**config.mk**
```make
export PLATFORM = sky130hd
export DESIGN_NAME = hdpldadapt_cmn_pulse_stretch_bank
export DESIGN_NICKNAME = d
export VERILOG_FILES = /design/src/rtl/hdpldadapt_cmn_pulse_stretch_bank.sv
export SDC_FILE = /design/constraint.sdc
export NUM_CORES = 1
export LEC_CHECK = 0
export ABC_AREA = 1
export BUFFER_PORTS_ARGS = -buffer_cell sky130_fd_sc_hd__buf_4
export CORE_MARGIN = 2
export CORE_UTILIZATION = 49
export DETAILED_ROUTE_END_ITERATION = 8
export PLACE_DENSITY_LB_ADDON = 0.05
export SYNTH_ARGS = -nofsm -noshare
export SYNTH_HDL_FRONTEND = slang
export SYNTH_SLANG_ARGS = --single-unit
```
**constraint.sdc**
```tcl
create_clock -name clk -period 1.1 [get_ports clk]
set_input_delay 0.11 -clock clk [delete_from_list [all_inputs] [get_ports clk]]
set_output_delay 0.11 -clock clk [all_outputs]
set_load 0.005 [all_outputs]
```
**src/rtl/hdpldadapt_cmn_pulse_stretch_bank.sv**
```systemverilog
`default_nettype none
// ============================================================================
//  Module   : hdpldadapt_cmn_pulse_stretch_bank
//  Purpose  : Multi-channel counter-based pulse stretcher. Each channel holds
//             its active level for r_stretch_len extra cycles after its input
//             returns to the idle level given by RESET_VAL.
//  Ports    : clk, rst          - clock, synchronous active-high reset
//             data_in           - raw per-channel signals
//             r_stretch_len     - extension length, shared, sampled on load
//             r_stretch_en      - per-channel enable (0 = registered copy)
//             data_out          - stretched outputs (registered)
//             stretch_busy      - per-channel countdown in progress
//             any_active        - some output differs from its idle level
//  Revision : 1.0 - initial release
// ============================================================================
module hdpldadapt_cmn_pulse_stretch_bank #(
    parameter int                       NUM_CH    = 5,
    parameter int                       CNT_W     = 4,
    parameter logic [NUM_CH-1:0]        RESET_VAL = 5'b11000
) (
    input  logic                clk,
    input  logic                rst,
    input  logic [NUM_CH-1:0]   data_in,
    input  logic [CNT_W-1:0]    r_stretch_len,
    input  logic [NUM_CH-1:0]   r_stretch_en,
    output logic [NUM_CH-1:0]   data_out,
    output logic [NUM_CH-1:0]   stretch_busy,
    output logic                any_active
);

    localparam logic [CNT_W-1:0] C_CNT_ZERO = '0;
    localparam logic [CNT_W-1:0] C_CNT_ONE  = {{(CNT_W-1){1'b0}}, 1'b1};

    genvar gi;
    generate
        for (gi = 0; gi < NUM_CH; gi = gi + 1) begin : g_ch
            logic             r_out;
            logic [CNT_W-1:0] r_cnt;
            logic             w_act;

            // A channel is active whenever its input departs from its idle level.
            assign w_act = data_in[gi] ^ RESET_VAL[gi];

            always_ff @(posedge clk) begin
                if (rst) begin
                    r_out <= RESET_VAL[gi];
                    r_cnt <= C_CNT_ZERO;
                end else if (!r_stretch_en[gi]) begin
                    r_out <= data_in[gi];
                    r_cnt <= C_CNT_ZERO;
                end else if (w_act) begin
                    // Load (or reload on retrigger) from the current length.
                    r_out <= ~RESET_VAL[gi];
                    r_cnt <= r_stretch_len;
                end else if (r_cnt != C_CNT_ZERO) begin
                    // Only decrements while non-zero, so it can never wrap.
                    r_out <= ~RESET_VAL[gi];
                    r_cnt <= r_cnt - C_CNT_ONE;
                end else begin
                    r_out <= RESET_VAL[gi];
                end
            end

            assign data_out[gi]     = r_out;
            assign stretch_busy[gi] = (r_cnt != C_CNT_ZERO);
        end
    endgenerate

    // Decoded purely from the output registers; no input-to-output path.
    assign any_active = |(data_out ^ RESET_VAL);

endmodule
`default_nettype wire

```
### Word level (Yosys, flattened, before mapping)

Index checks and enable logic that the tools add are counted.

* $add $sub $neg: 5
* equality and inequality tests: 2
* mux-type cells: 25
* bitwise operators: 6
* reductions and logical operators: 14

Operators by type and width (count)
* $mux W4: 10
* $reduce_bool A4 Y1: 5
* $sub A4 B1 Y4 const B: 5
* $mux W1: 15
* $reduce_or A2 Y1: 5
* $reduce_bool A2 Y1: 3
* $not A1 Y1: 5
* $reduce_or A5 Y1: 1
* $ne A2 B1 Y1 const B: 2
* $not A2 Y2: 1

* register bits: 25
* input port bits: 16
* output and inout bits: 11
* logic and storage cells: 62

### Longest topological paths before layout

Gate-level depths: netlist (run 1).

* depth in word-level cells: 4
* depth in mapped cells: 7
* mapped depth without buffers: 7

### Worst setup path after synthesis (run 1)

Ideal clock, no wire load.

* path type: flip-flop to flip-flop
* from: register g_ch[1].r_cnt[0]
* to: register g_ch[1].r_cnt[1]
* setup time: 0.110 ns
* data arrival time: 0.905 ns
* data required time: 0.990 ns
* setup slack: 0.084 ns
* cell stages (with the launch flop): 8
* path buffers: 0
* clock period less this slack: 1.016 ns
* cell sequence: dfxtp_1 inv_1 ha_1 nor2_1 a21oi_1 nand2_1 inv_1 nor2_2

* cells in the longest elaborated chain, start to end: 3
* elaborated cells on any way between the ends: 5
* classes of those cells: 1 x add/sub; 2 x mux; 2 x reduce/logical

Ends and longest elaborated chain
* start: declaration: line 38 `logic [CNT_W-1:0] r_cnt;`
* start signal: assignment: line 54 `r_cnt <= r_stretch_len;`
* start signal: assignment: line 58 `r_cnt <= r_cnt - C_CNT_ONE;`
* $sub A4 B1 Y4: line 58
* $mux W4: line 55 `end else if (r_cnt != C_CNT_ZERO) begin`
* $mux W4: line 51 `end else if (w_act) begin`

Parallel ways exist; a longest one is shown, timed or not. The select of a mux whose other input is x is not followed.
A chain may end at the register's enable or synchronous reset.

### Worst setup path after layout (run 1)

* from: register g_ch[3].r_cnt[0]
* to: output stretch_busy[3]

* cells in the longest elaborated chain, start to end: 1

Ends and longest elaborated chain
* start: declaration: line 38
* start signal: assignment: line 54
* start signal: assignment: line 58
* $reduce_bool A4 Y1: line 65 `assign stretch_busy[gi] = (r_cnt != C_CNT_ZERO);`
* end: declaration: line 27 `output logic [NUM_CH-1:0] stretch_busy,`

No other way between the ends.

==> flow_summary_export.csv, run 1 <==
group,metric,value,unit
outcome,status,"finished with violations",
outcome,violations,"negative setup slack",
logic_synthesis,synthSimpleGateAreaFrac,39.1,%
clock_tree,cts.sinks,25,
pwr,clock_power_share,17.0,%
timing,fin_ws,-0.130,ns
logic_synthesis,ys.warnings.count,0,
timing,finalSetupViolCount,11,
die,die_area,0.00389,mm²
worst_setup_path,worstSetupPathType,"reg2out",
place,place_ws,0.0294,ns
pwr,p_comb_share,39.8,%
clock_tree,clkTransAtPathRegs,0.13,ns
die,dieHeight,62.4,µm
global_routing,antenna_found_initial,0,
die,rows,21,
logic_synthesis,syn_area_per_cell,6.78,µm²
timing,period_share,112,%
logic_synthesis,syn-cell-area,0.00167,mm²
final_layout,final_net_count,323,
pwr,p_total,2.40,mW
timing,finalMaxSlewViolations,0,
routing,first_pass_iters,4,
logic_synthesis,synth_top_family_by_area,"simple AND/OR/NAND/NOR gates",
routing,routedWlPerCell,11.7,µm
global_routing,grt_max_degree,14,
worst_setup_path,worst_setup_path_start_kind,"flip-flop",
clock_tree,clk_latency,0.31,ns
pwr,leakagePower,1.13,nW
logic_synthesis,ys_ff_latch,25,
global_routing,grt_pass1_wl,6.45,mm
worst_setup_path,cp.required,0.99,ns
routing,routed_wl,3.99,mm
place,io_buffers,26,
final_layout,syn_to_final_growth,40.7,%
timing,fin_crit,1.23,ns
global_routing,grt_usage,20.4,%
global_routing,overflow,0,
die,coreArea,0.00331,mm²
pwr,pwr-share-seq,43.2,%
routing,drtIter0Drc,53,
routing,ant_nets,0,
timing,tightest_slew,0.232,ns
worst_setup_path,crit_path_max_fanout,2,
die,start_util,50.4,%
clock_tree,clock_path_buffers,2,
place,hpwl,2.58,mm
logic_synthesis,synth_adder_area_share,7.50,%
pwr,p_per_area,1020,mW/mm²
hold_path,min_path_type,"in2reg",
clock_tree,cts_tree,"done",
clock_tree,clock-root-buffer,"clkbuf_4",
routing,viasPerCell,4.82,
timing,max_freq,813,MHz
pwr,switching_share,33.4,%
final_layout,num_antenna_cells,0,
logic_synthesis,synth_nets,272,
routing,drc,0,
timing,slew-limit-headroom,84.5,%
worst_setup_path,crit_path_end_kind,"output port",
timing,grt_setup_unrepaired,"yes",
logic_synthesis,synthXorXnorAreaFrac,0,%
final_layout,drive_gt1_share,45.9,%
final_layout,final.fill_count,281,
routing,vias,1648,
pwr,ir_worst_vdd,596,µV
logic_synthesis,muxShareOfSynthArea,0,%
global_routing,first_global_vias,1522,
clock_tree,numCtsBuffers,3,
logic_synthesis,syn_inst,246,
worst_setup_path,critical_path_arrival,1.12,ns
logic_synthesis,seq_area_frac_synth,30.0,%
timing,finalHoldViolCount,0,
die,pin_count,27,
pwr,p_int,1.60,mW
flow_run,max-cap-violations,0,
die,die_width,62.4,µm
timing,skew,0.00367,ns
pwr,switchingPower,800,µW
timing,fin_hold_ws,0.0721,ns
logic_synthesis,synth_cell_types,20,
logic_synthesis,synth-compound-area-share,9.45,%
place,routabilityCongestion,0.785,
clock_tree,htreeDepth,1,
[power by group through the flow]
stage	Combinational (mW)	Sequential, mW	Clock, mW
after floorplan	0.488	1.03	0
after global placement	0.682	1.04	0
after detailed placement	0.690	1.04	0
after CTS	0.838	1.03	0.431
after global routing	1.06	1.04	0.467
final	0.953	1.04	0.407
[sequential cells by signal, indices dropped and copies added, names as in the netlist]
| signal | cells |
|---|---|
| g_ch.r_cnt | 20 |
| g_ch.r_out | 5 |
[worst paths after layout]
check / startpoint / to / slack [ns] / cells past startpoint
max: g_ch[3].r_cnt[0] / stretch_busy[3] / -0.13 / 5
max reg2reg: g_ch[3].r_cnt[0] / g_ch[3].r_cnt[3] / -0.06 / 7
min: r_stretch_len[2] / g_ch[3].r_cnt[2] / 0.07 / 3
min reg2reg: g_ch[4].r_cnt[0] / g_ch[4].r_cnt[0] / 0.52 / 2
[cell families after synthesis]
kind of cell,count (synthesis)
buffers and inverters,53
and+or+nand+nor,131
AOI/OAI and AO/OA,27
adders and majority gates,10
DFF,25
[critical path: stages (launching register included)]
cell and delay [ns]:
dfxtp_2 0.36, inv_2 0.05, ha_4 0.15, buf_6 0.11, nand2_2 0.06, buf_6 0.08
[layout make-up]
type	count	area, µm²	area share [%]
Sequential cell	25	522	22.2
Tap cell	46	57.6	2.45
Inverter	45	174	7.41
Clock buffer	4	26.3	1.12
Timing Repair Buffer	54	455	19.4
Multi-Input combinational cell	168	1110	47.4
[layout by cell type (no fill, tap or decap), drive strengths merged]
cell type / instances
nand2: 61
o211ai: 2
dlygate4sd3: 2
a21oi: 18
dfxtp: 25
nand3: 24
o21ai: 3
buf: 52
nand4: 6
nor3: 1
a21boi: 4
nor2: 39
inv: 45
ha: 10
clkbuf: 4
[Yosys cell counts (all sizes together)]
cell    number  area share [%]
inv         45              10
nor3         1            0.30
o211ai       2            0.90
dfxtp       25              30
a21boi       4             2.2
nand3       24              10
nor2        39              13
a21oi       18             5.4
nand2       61              14
buf          8             3.8
nand4        6             2.2
o21ai        3            0.90
ha          10             7.5
[metrics by stage]
step	instance area, µm²	utilization (%)	setup TNS, ns	instances
detailed placement	1900	57.3	0	315
finish	2350	70.9	-0.593	342
floorplan	1670	-	0	246
CTS	2200	66.4	-0.451	337
global route	2350	70.9	-1.40	342
global placement	1900	57.3	0	315
[metal layers]
| metal | wire length [µm] | global-route usage (%) |
|---|---|---|
| met2 | 2050 | 38.5 |
| met1 | 1740 | 23.7 |
| met4 | 65 | 6.39 |
| met5 | 0 | 0 |
| met3 | 135 | 2.90 |
[timing repair]
action,4_1_cts,5_1_grt
buffers inserted,16,5
resized for setup,50,33
hold endpoints to repair,2,0
hold buffers,2,0
endpoints found under the setup margin,7,17
pin swaps,9,17
No activity file was read; power rests on OpenSTA's default activity.
==> run 2: changes to the inputs <==
--- a/config.mk
+++ b/config.mk
@@ -5,11 +5,13 @@
 export SDC_FILE = /design/constraint.sdc
 export NUM_CORES = 1
 export LEC_CHECK = 0
-export ABC_AREA = 1
+export ABC_AREA = 0
 export BUFFER_PORTS_ARGS = -buffer_cell sky130_fd_sc_hd__buf_4
 export CORE_MARGIN = 2
 export CORE_UTILIZATION = 49
+export CTS_BUF_LIST = sky130_fd_sc_hd__clkbuf_8
 export DETAILED_ROUTE_END_ITERATION = 8
+export GPL_TIMING_DRIVEN = 1
 export PLACE_DENSITY_LB_ADDON = 0.05
 export SYNTH_ARGS = -nofsm -noshare
 export SYNTH_HDL_FRONTEND = slang
==> run 2 against run 1 <==
  * Global-route usage is 7.0 points higher
  * Sequential share of layout area fell by 1.6 points
  * Highest routed layer unchanged
  * Sequential cell count stayed put
  * The run still ends with negative setup slack left
  * Via count fell by 7.0%
  * Design area is 7.0% higher
  * Synthesized area decreased by 16%
  * Worst hold slack got worse by 0.0025 ns
  * First-iteration DRC count rose by 79%
  * Cell count decreased by 22%
==> flow_summary_export.csv, run 2 <==
group,metric,value,unit
worst_setup_path,cp_num_buf_inv,4,
final_layout,final_net_count,263,
final_layout,fin_cells,267,
timing,finalSetupViolCount,30,
pwr,p_per_area,1180,mW/mm²
worst_setup_path,cp_slowest_stage_delay,0.39,ns
clock_tree,clock_path_buffers,2,
hold_path,min_path_cells,3,
flow_run,max-cap-violations,0,
timing,fin_ws,-0.474,ns
clock_tree,cts.sinks,25,
final_layout,final_common_cell,"buf_4",
hold_path,holdPathEnd,"g_ch[0].r_out",
timing,fin_hold_ws,0.0696,ns
routing,routed_wl,5.49,mm
worst_setup_path,cp.required,1.27,ns
logic_synthesis,seq_area_frac_synth,35.6,%
logic_synthesis,synth_nets,183,
pwr,p_total,2.96,mW
worst_setup_path,crit_top_cell,"buf_6",
global_routing,overflow,0,
routing,routedWlPerCell,20.6,µm
die,dieHeight,57.6,µm
timing,fin_crit,1.57,ns
worst_setup_path,worstSetupPathType,"reg2reg",
final_layout,largest_register,"g_ch.r_cnt",
die,pin_count,27,
clock_tree,holdBufCountCts,0,
logic_synthesis,ys_ff_latch,25,
clock_tree,htreeDepth,1,
global_routing,first_global_vias,1500,
outcome,violations,"negative setup slack",
place,io_buffers,26,
final_layout,mostFrequentLayoutCells,"58 x buf_4, 25 x buf_6, 14 x inv_2",
logic_synthesis,synth_cell_types,28,
final_layout,largestRegisters,"g_ch.r_cnt (20), g_ch.r_out (5)",
worst_setup_path,r2r_end,"g_ch[2].r_cnt[2]",
timing,skew,0.00817,ns
place,hpwl,2.52,mm
place,placed_cell_area,0.00192,mm²
logic_synthesis,synth.area.top_cells,"dfxtp_1 36%, ha_1 8.9%, xnor2_1 6.9%, nand2b_1 5.8%, inv_1 4.0%",
logic_synthesis,yosys-top-cells-count,"25 x dfxtp_1, 15 x inv_1, 13 x nand2_1, 13 x nand2b_1, 11 x xnor2_1",
final_layout,ff_latch_area,519,µm²
global_routing,antenna_found_initial,0,
timing,slew-limit-headroom,78.2,%
global_routing,grt_usage,27.4,%
routing,drtIter0Drc,95,
worst_setup_path,crit_path_end_kind,"flip-flop",
outcome,status,"finished with violations",
logic_synthesis,syn_area_per_cell,8.95,µm²
place,routabilityCongestion,0.895,
clock_tree,numCtsBuffers,3,
timing,grt_setup_unrepaired,"yes",
final_layout,fin_util,91.9,%
worst_setup_path,worst_setup_path_start_kind,"flip-flop",
timing,max_freq,635,MHz
place,dp.cells,236,
timing,finalHoldViolCount,0,
final_layout,drive_gt1_share,70.3,%
pwr,leakagePower,1.09,nW
routing,drc,0,
worst_setup_path,critical_path_arrival,1.74,ns
final_layout,fin_area,0.00251,mm²
worst_setup_path,crit_path_top_delay_cell,"or3b_4",
logic_synthesis,yosysTopAreaCell,"dfxtp_1",
timing,tightest_slew,0.322,ns
clock_tree,clkTransAtPathRegs,0.10,ns
final_layout,final.fill_count,106,
die,die_width,57.6,µm
final_layout,syn_to_final_growth,78.9,%
logic_synthesis,ys.flop_type,"dfxtp_1",
die,rows,19,
pwr,ir_worst_vdd,1140,µV
clock_tree,clk_latency,0.28,ns
routing,ant_nets,0,
logic_synthesis,ys.warnings.count,0,
global_routing,grt_pass1_wl,6.88,mm
clock_tree,cts_tree,"done",
worst_setup_path,reg2reg_depth,8,
worst_setup_path,cp_cell_sequence,"inv_2 -> ha_4 -> or3b_4 -> buf_6 -> buf_4 -> buf_6 -> nand3b_1 -> a21oi_1",
logic_synthesis,async_flop_share,0,%
clock_tree,clock-root-buffer,"clkbuf_8",
routing,first_pass_iters,4,
worst_setup_path,rr_startpoint,"g_ch[2].r_cnt[0]",
global_routing,grt_max_degree,14,
worst_setup_path,r2r_setup_slack,-0.47,ns
logic_synthesis,synth_top_area_share,35.6,%
routing,vias,1533,
timing,fin_tns_setup,-8.07,ns
logic_synthesis,synth_edf_count,0,
timing,finalMaxSlewViolations,0,
hold_path,min_path_type,"in2reg",
die,coreArea,0.00273,mm²
die,die_area,0.00331,mm²
final_layout,largest_register_ff_count,20,
place,place_ws,-0.306,ns
timing,period_share,143,%
worst_setup_path,cp_top_family,"simple AND/OR/NAND/NOR gates",
final_layout,multi_input_area,0.00114,mm²
worst_setup_path,crit_path_max_fanout,2,
final_layout,num_antenna_cells,0,
logic_synthesis,syn-cell-area,0.00141,mm²
hold_path,min-delay-start,"r_stretch_en[0]",
die,start_util,51.4,%
routing,viasPerCell,5.74,
logic_synthesis,yosysMostFrequentCell,"dfxtp_1",
logic_synthesis,syn_inst,157,
[run 2: changes by cell type in the layout (fill, tap and decap cells not counted), sizes merged, moves of 5 or more]
cell    change
o22ai       +8
nand3      -21
xnor2      +11
buf        +31
a21oi       -8
nand2b     +13
nor2       -34
nor3        +5
nand4       -6
nand2      -48
inv        -29
mux2        +5
[run 2: repair_timing]
| action | in CTS | in global routing |
|---|---|---|
| resized for setup | 50 | 29 |
| hold endpoints to repair | 0 | 0 |
| endpoints found under the setup margin | 31 | 31 |
| pin swaps | 19 | 19 |
| setup buffers | 25 | 8 |
[run 2: cell type report]
type	count	area share, %
multi-input combinational	109	45.2
clock buffer	3	1.64
clock inverter	1	0.149
timing repair buffer	83	28.5
tap	31	1.54
inverter	15	2.24
sequential	25	20.7
[run 2: kinds of logic (layout without fill, tap and decap cells)]
group / count (synthesis) / count (layout) / synth area share, %
adders and majority gates: 10 / 10 / 8.90
buffers and inverters: 23 / 102 / 8.01
xor gates and xnor gates: 14 / 14 / 8.73
and+or+nand+nor: 53 / 53 / 22.0
AOI/OAI and AO/OA: 27 / 27 / 12.7
DFF: 25 / 25 / 35.6
muxes: 5 / 5 / 4.01
[run 2: how the worst max path moves through the flow]
stage,cells past startpoint,slack [ns],from,end
floorplan,6,-0.31,g_ch[2].r_cnt[0],g_ch[2].r_cnt[1]
global placement,5,-0.26,g_ch[2].r_cnt[1],g_ch[2].r_cnt[1]
detailed placement,5,-0.31,g_ch[2].r_cnt[1],g_ch[2].r_cnt[1]
CTS,5,-0.43,g_ch[2].r_cnt[0],stretch_busy[2]
global route,8,-0.51,g_ch[2].r_cnt[0],g_ch[2].r_cnt[2]
finish,8,-0.47,g_ch[2].r_cnt[0],g_ch[2].r_cnt[2]
[run 2: worst min-delay path, cell delays in order]
cell and delay, ns:
buf_4 0.09, a21oi_2 0.05, nor2_1 0.07
[run 2: report_power, final]
group          switching (mW)  internal, mW
Combinational           0.559         0.804
Sequential             0.0572         0.968
Clock                   0.324         0.251
[run 2: layer usage]
layer	part of all wire, %	track usage (%)
met5	0	0
met4	3.1	12.0
met3	5.2	4.76
met2	52	46.8
met1	40	33.7
==> run 3: changes to the inputs <==
--- a/config.mk
+++ b/config.mk
@@ -7,8 +7,10 @@
 export LEC_CHECK = 0
 export ABC_AREA = 0
 export BUFFER_PORTS_ARGS = -buffer_cell sky130_fd_sc_hd__buf_4
+export CELL_PAD_IN_SITES_DETAIL_PLACEMENT = 1
+export CELL_PAD_IN_SITES_GLOBAL_PLACEMENT = 1
 export CORE_MARGIN = 2
-export CORE_UTILIZATION = 49
+export CORE_UTILIZATION = 38
 export CTS_BUF_LIST = sky130_fd_sc_hd__clkbuf_8
 export DETAILED_ROUTE_END_ITERATION = 8
 export GPL_TIMING_DRIVEN = 1
==> run 3 against run 2 <==
  * The run still ends with negative setup slack left
  * Combinational power is 6% higher
  * Design area rose by 3.2%
  * Sequential share of layout area decreased by 0.83 points
  * Die area grew 27%
  * Via count decreased by 3.1%
  * Wire length rose by 20%
  * Worst hold slack improved by 0.014 ns
  * Register-to-register slack better by 0.02 ns
  * Clock skew decreased by 0.0038 ns
  * Utilization decreased by 20 points
  * First-iteration DRC count down 13%
  * Sequential cell count unchanged
==> flow_summary_export.csv, run 3 (same netlist as run 2, synthesis figures left out) <==
group,metric,value,unit
worst_setup_path,rr_startpoint,"g_ch[2].r_cnt[1]",
timing,fin_ws,-0.475,ns
worst_setup_path,r2r_end,"g_ch[2].r_cnt[1]",
clock_tree,clock-root-buffer,"clkbuf_8",
final_layout,syn_to_final_growth,84.6,%
timing,period_share,143,%
clock_tree,clkTransAtPathRegs,0.10,ns
worst_setup_path,cp_cell_sequence,"inv_2 -> ha_4 -> or3b_4 -> buf_6 -> buf_6",
clock_tree,cts.sinks,25,
worst_setup_path,cp.required,0.99,ns
worst_setup_path,crit_path_end_kind,"output port",
worst_setup_path,crit_path_top_delay_cell,"or3b_4",
routing,vias,1486,
global_routing,grt_pass1_wl,8.05,mm
final_layout,num_antenna_cells,0,
routing,viasPerCell,5.21,
die,dieHeight,64.8,µm
pwr,leakagePower,1.12,nW
worst_setup_path,crit_path_max_fanout,2,
routing,ant_nets,0,
timing,finalSetupViolCount,31,
worst_setup_path,cp_slowest_stage_delay,0.38,ns
routing,routed_wl,6.59,mm
worst_setup_path,worstSetupStartpoint,"g_ch[2].r_cnt[1]",
place,placed_cell_area,0.00195,mm²
timing,finalHoldViolCount,0,
clock_tree,numCtsBuffers,3,
global_routing,overflow,0,
final_layout,fin_area,0.00259,mm²
die,pin_count,27,
hold_path,min_path_type,"in2reg",
global_routing,antenna_found_initial,0,
timing,fin_hold_ws,0.0834,ns
place,routabilityCongestion,0.779,
worst_setup_path,crit_top_cell,"buf_6",
final_layout,mostFrequentLayoutCells,"58 x buf_4, 26 x buf_6, 14 x inv_2, 14 x dfxtp_1, 13 x nand2b_1",
routing,drc,0,
die,die_area,0.00420,mm²
timing,skew,0.00435,ns
die,rows,22,
die,coreArea,0.00361,mm²
pwr,p_per_area,1180,mW/mm²
final_layout,fin_util,71.9,%
final_layout,largest_register,"g_ch.r_cnt",
worst_setup_path,cp.depth,5,
place,hpwl,3.00,mm
clock_tree,htreeDepth,1,
final_layout,final_net_count,264,
die,start_util,39.0,%
worst_setup_path,critical_path_arrival,1.47,ns
pwr,ir_worst_vdd,670,µV
worst_setup_path,cp_top_family,"simple AND/OR/NAND/NOR gates",
routing,drtIter0Drc,83,
global_routing,grt_usage,25.6,%
timing,max_freq,635,MHz
timing,fin_crit,1.58,ns
worst_setup_path,worstSetupPathType,"reg2out",
timing,slew-limit-headroom,79.6,%
worst_setup_path,reg2reg_depth,6,
final_layout,largestRegisters,"g_ch.r_cnt (20), g_ch.r_out (5)",
timing,finalMaxSlewViolations,0,
routing,routedWlPerCell,23.1,µm
routing,first_pass_iters,4,
clock_tree,clk_latency,0.29,ns
outcome,violations,"negative setup slack",
worst_setup_path,cp_num_buf_inv,3,
timing,grt_setup_unrepaired,"yes",
final_layout,final_common_cell,"buf_4",
clock_tree,clock_path_buffers,2,
global_routing,grt_max_degree,15,
place,io_buffers,26,
die,die_width,64.8,µm
timing,tightest_slew,0.306,ns
flow_run,max-cap-violations,0,
clock_tree,cts_tree,"done",
final_layout,largest_register_ff_count,20,
final_layout,drive_gt1_share,71.7,%
outcome,status,"finished with violations",
global_routing,first_global_vias,1559,
worst_setup_path,r2r_setup_slack,-0.45,ns
worst_setup_path,crit_end,"stretch_busy[2]",
worst_setup_path,worst_setup_path_start_kind,"flip-flop",
## run 3: changes by cell type in the layout (fill, tap and decap cells not counted), sizes merged
cell,previous run,this run
buf,83,84
clkinv,0,1
inv,16,15
## run 3: worst register-to-register path, delay by kind of cell (launching register included)
| kind | cells | cell delay (ns) |
|---|---|---|
| AOI/OAI and AO/OA | 2 | 0.37 |
| adders and majority gates | 1 | 0.14 |
| buffers and inverters | 2 | 0.25 |
| DFF | 1 | 0.34 |
| and+or+nand+nor | 1 | 0.38 |
## run 3: worst min path at each step
stage / from / end / slack [ns] / depth (start not counted)
floorplan: data_in[3] / g_ch[3].r_out / 0.22 / 1
global placement: data_in[3] / g_ch[3].r_out / 0.36 / 2
detailed placement: data_in[3] / g_ch[3].r_out / 0.36 / 2
CTS: r_stretch_en[2] / g_ch[2].r_out / 0.07 / 3
global route: rst / g_ch[1].r_out / 0.09 / 2
finish: rst / g_ch[1].r_out / 0.08 / 2
## run 3: through the flow
stage	instances	setup TNS, ns	power [mW]	worst slack (ns)
after floorplan	157	-1.55	1.51	-0.306
after global placement	255	-3.18	1.84	-0.263
after detailed placement	255	-4.52	1.88	-0.295
after global routing	285	-9.97	3.17	-0.502
after CTS	278	-6.80	2.76	-0.434
final	285	-8.66	3.07	-0.475
## run 3: power breakdown
| part | leakage [nW] | internal, mW | switching, mW |
|---|---|---|---|
| Sequential | 0.210 | 0.969 | 0.0590 |
| Clock | 0.0255 | 0.256 | 0.347 |
| Combinational | 0.881 | 0.827 | 0.614 |
| Total | 1.12 | 2.05 | 1.02 |
## run 3: area by class of cell
class | instances | area (µm²)
clock inverters | 1 | 5.00
multi-input cells | 109 | 1190
clock buffers | 3 | 41.3
flip-flops and latches | 25 | 514
fillers | 366 | 1010
repair buffers | 84 | 728
well taps | 48 | 60.1
inverters | 15 | 56.3
## run 3: routing by layer
metal	track usage, %	wire length, µm
met4	11.2	123
met2	45.2	3540
met3	3.47	217
met5	0	0
met1	30.7	2710
## run 3: repair_timing
action,4_1_cts,5_1_grt
hold buffers,0,0
buffers inserted,21,16
pin swaps,20,18
setup endpoints to repair,31,31
resized for setup,51,34
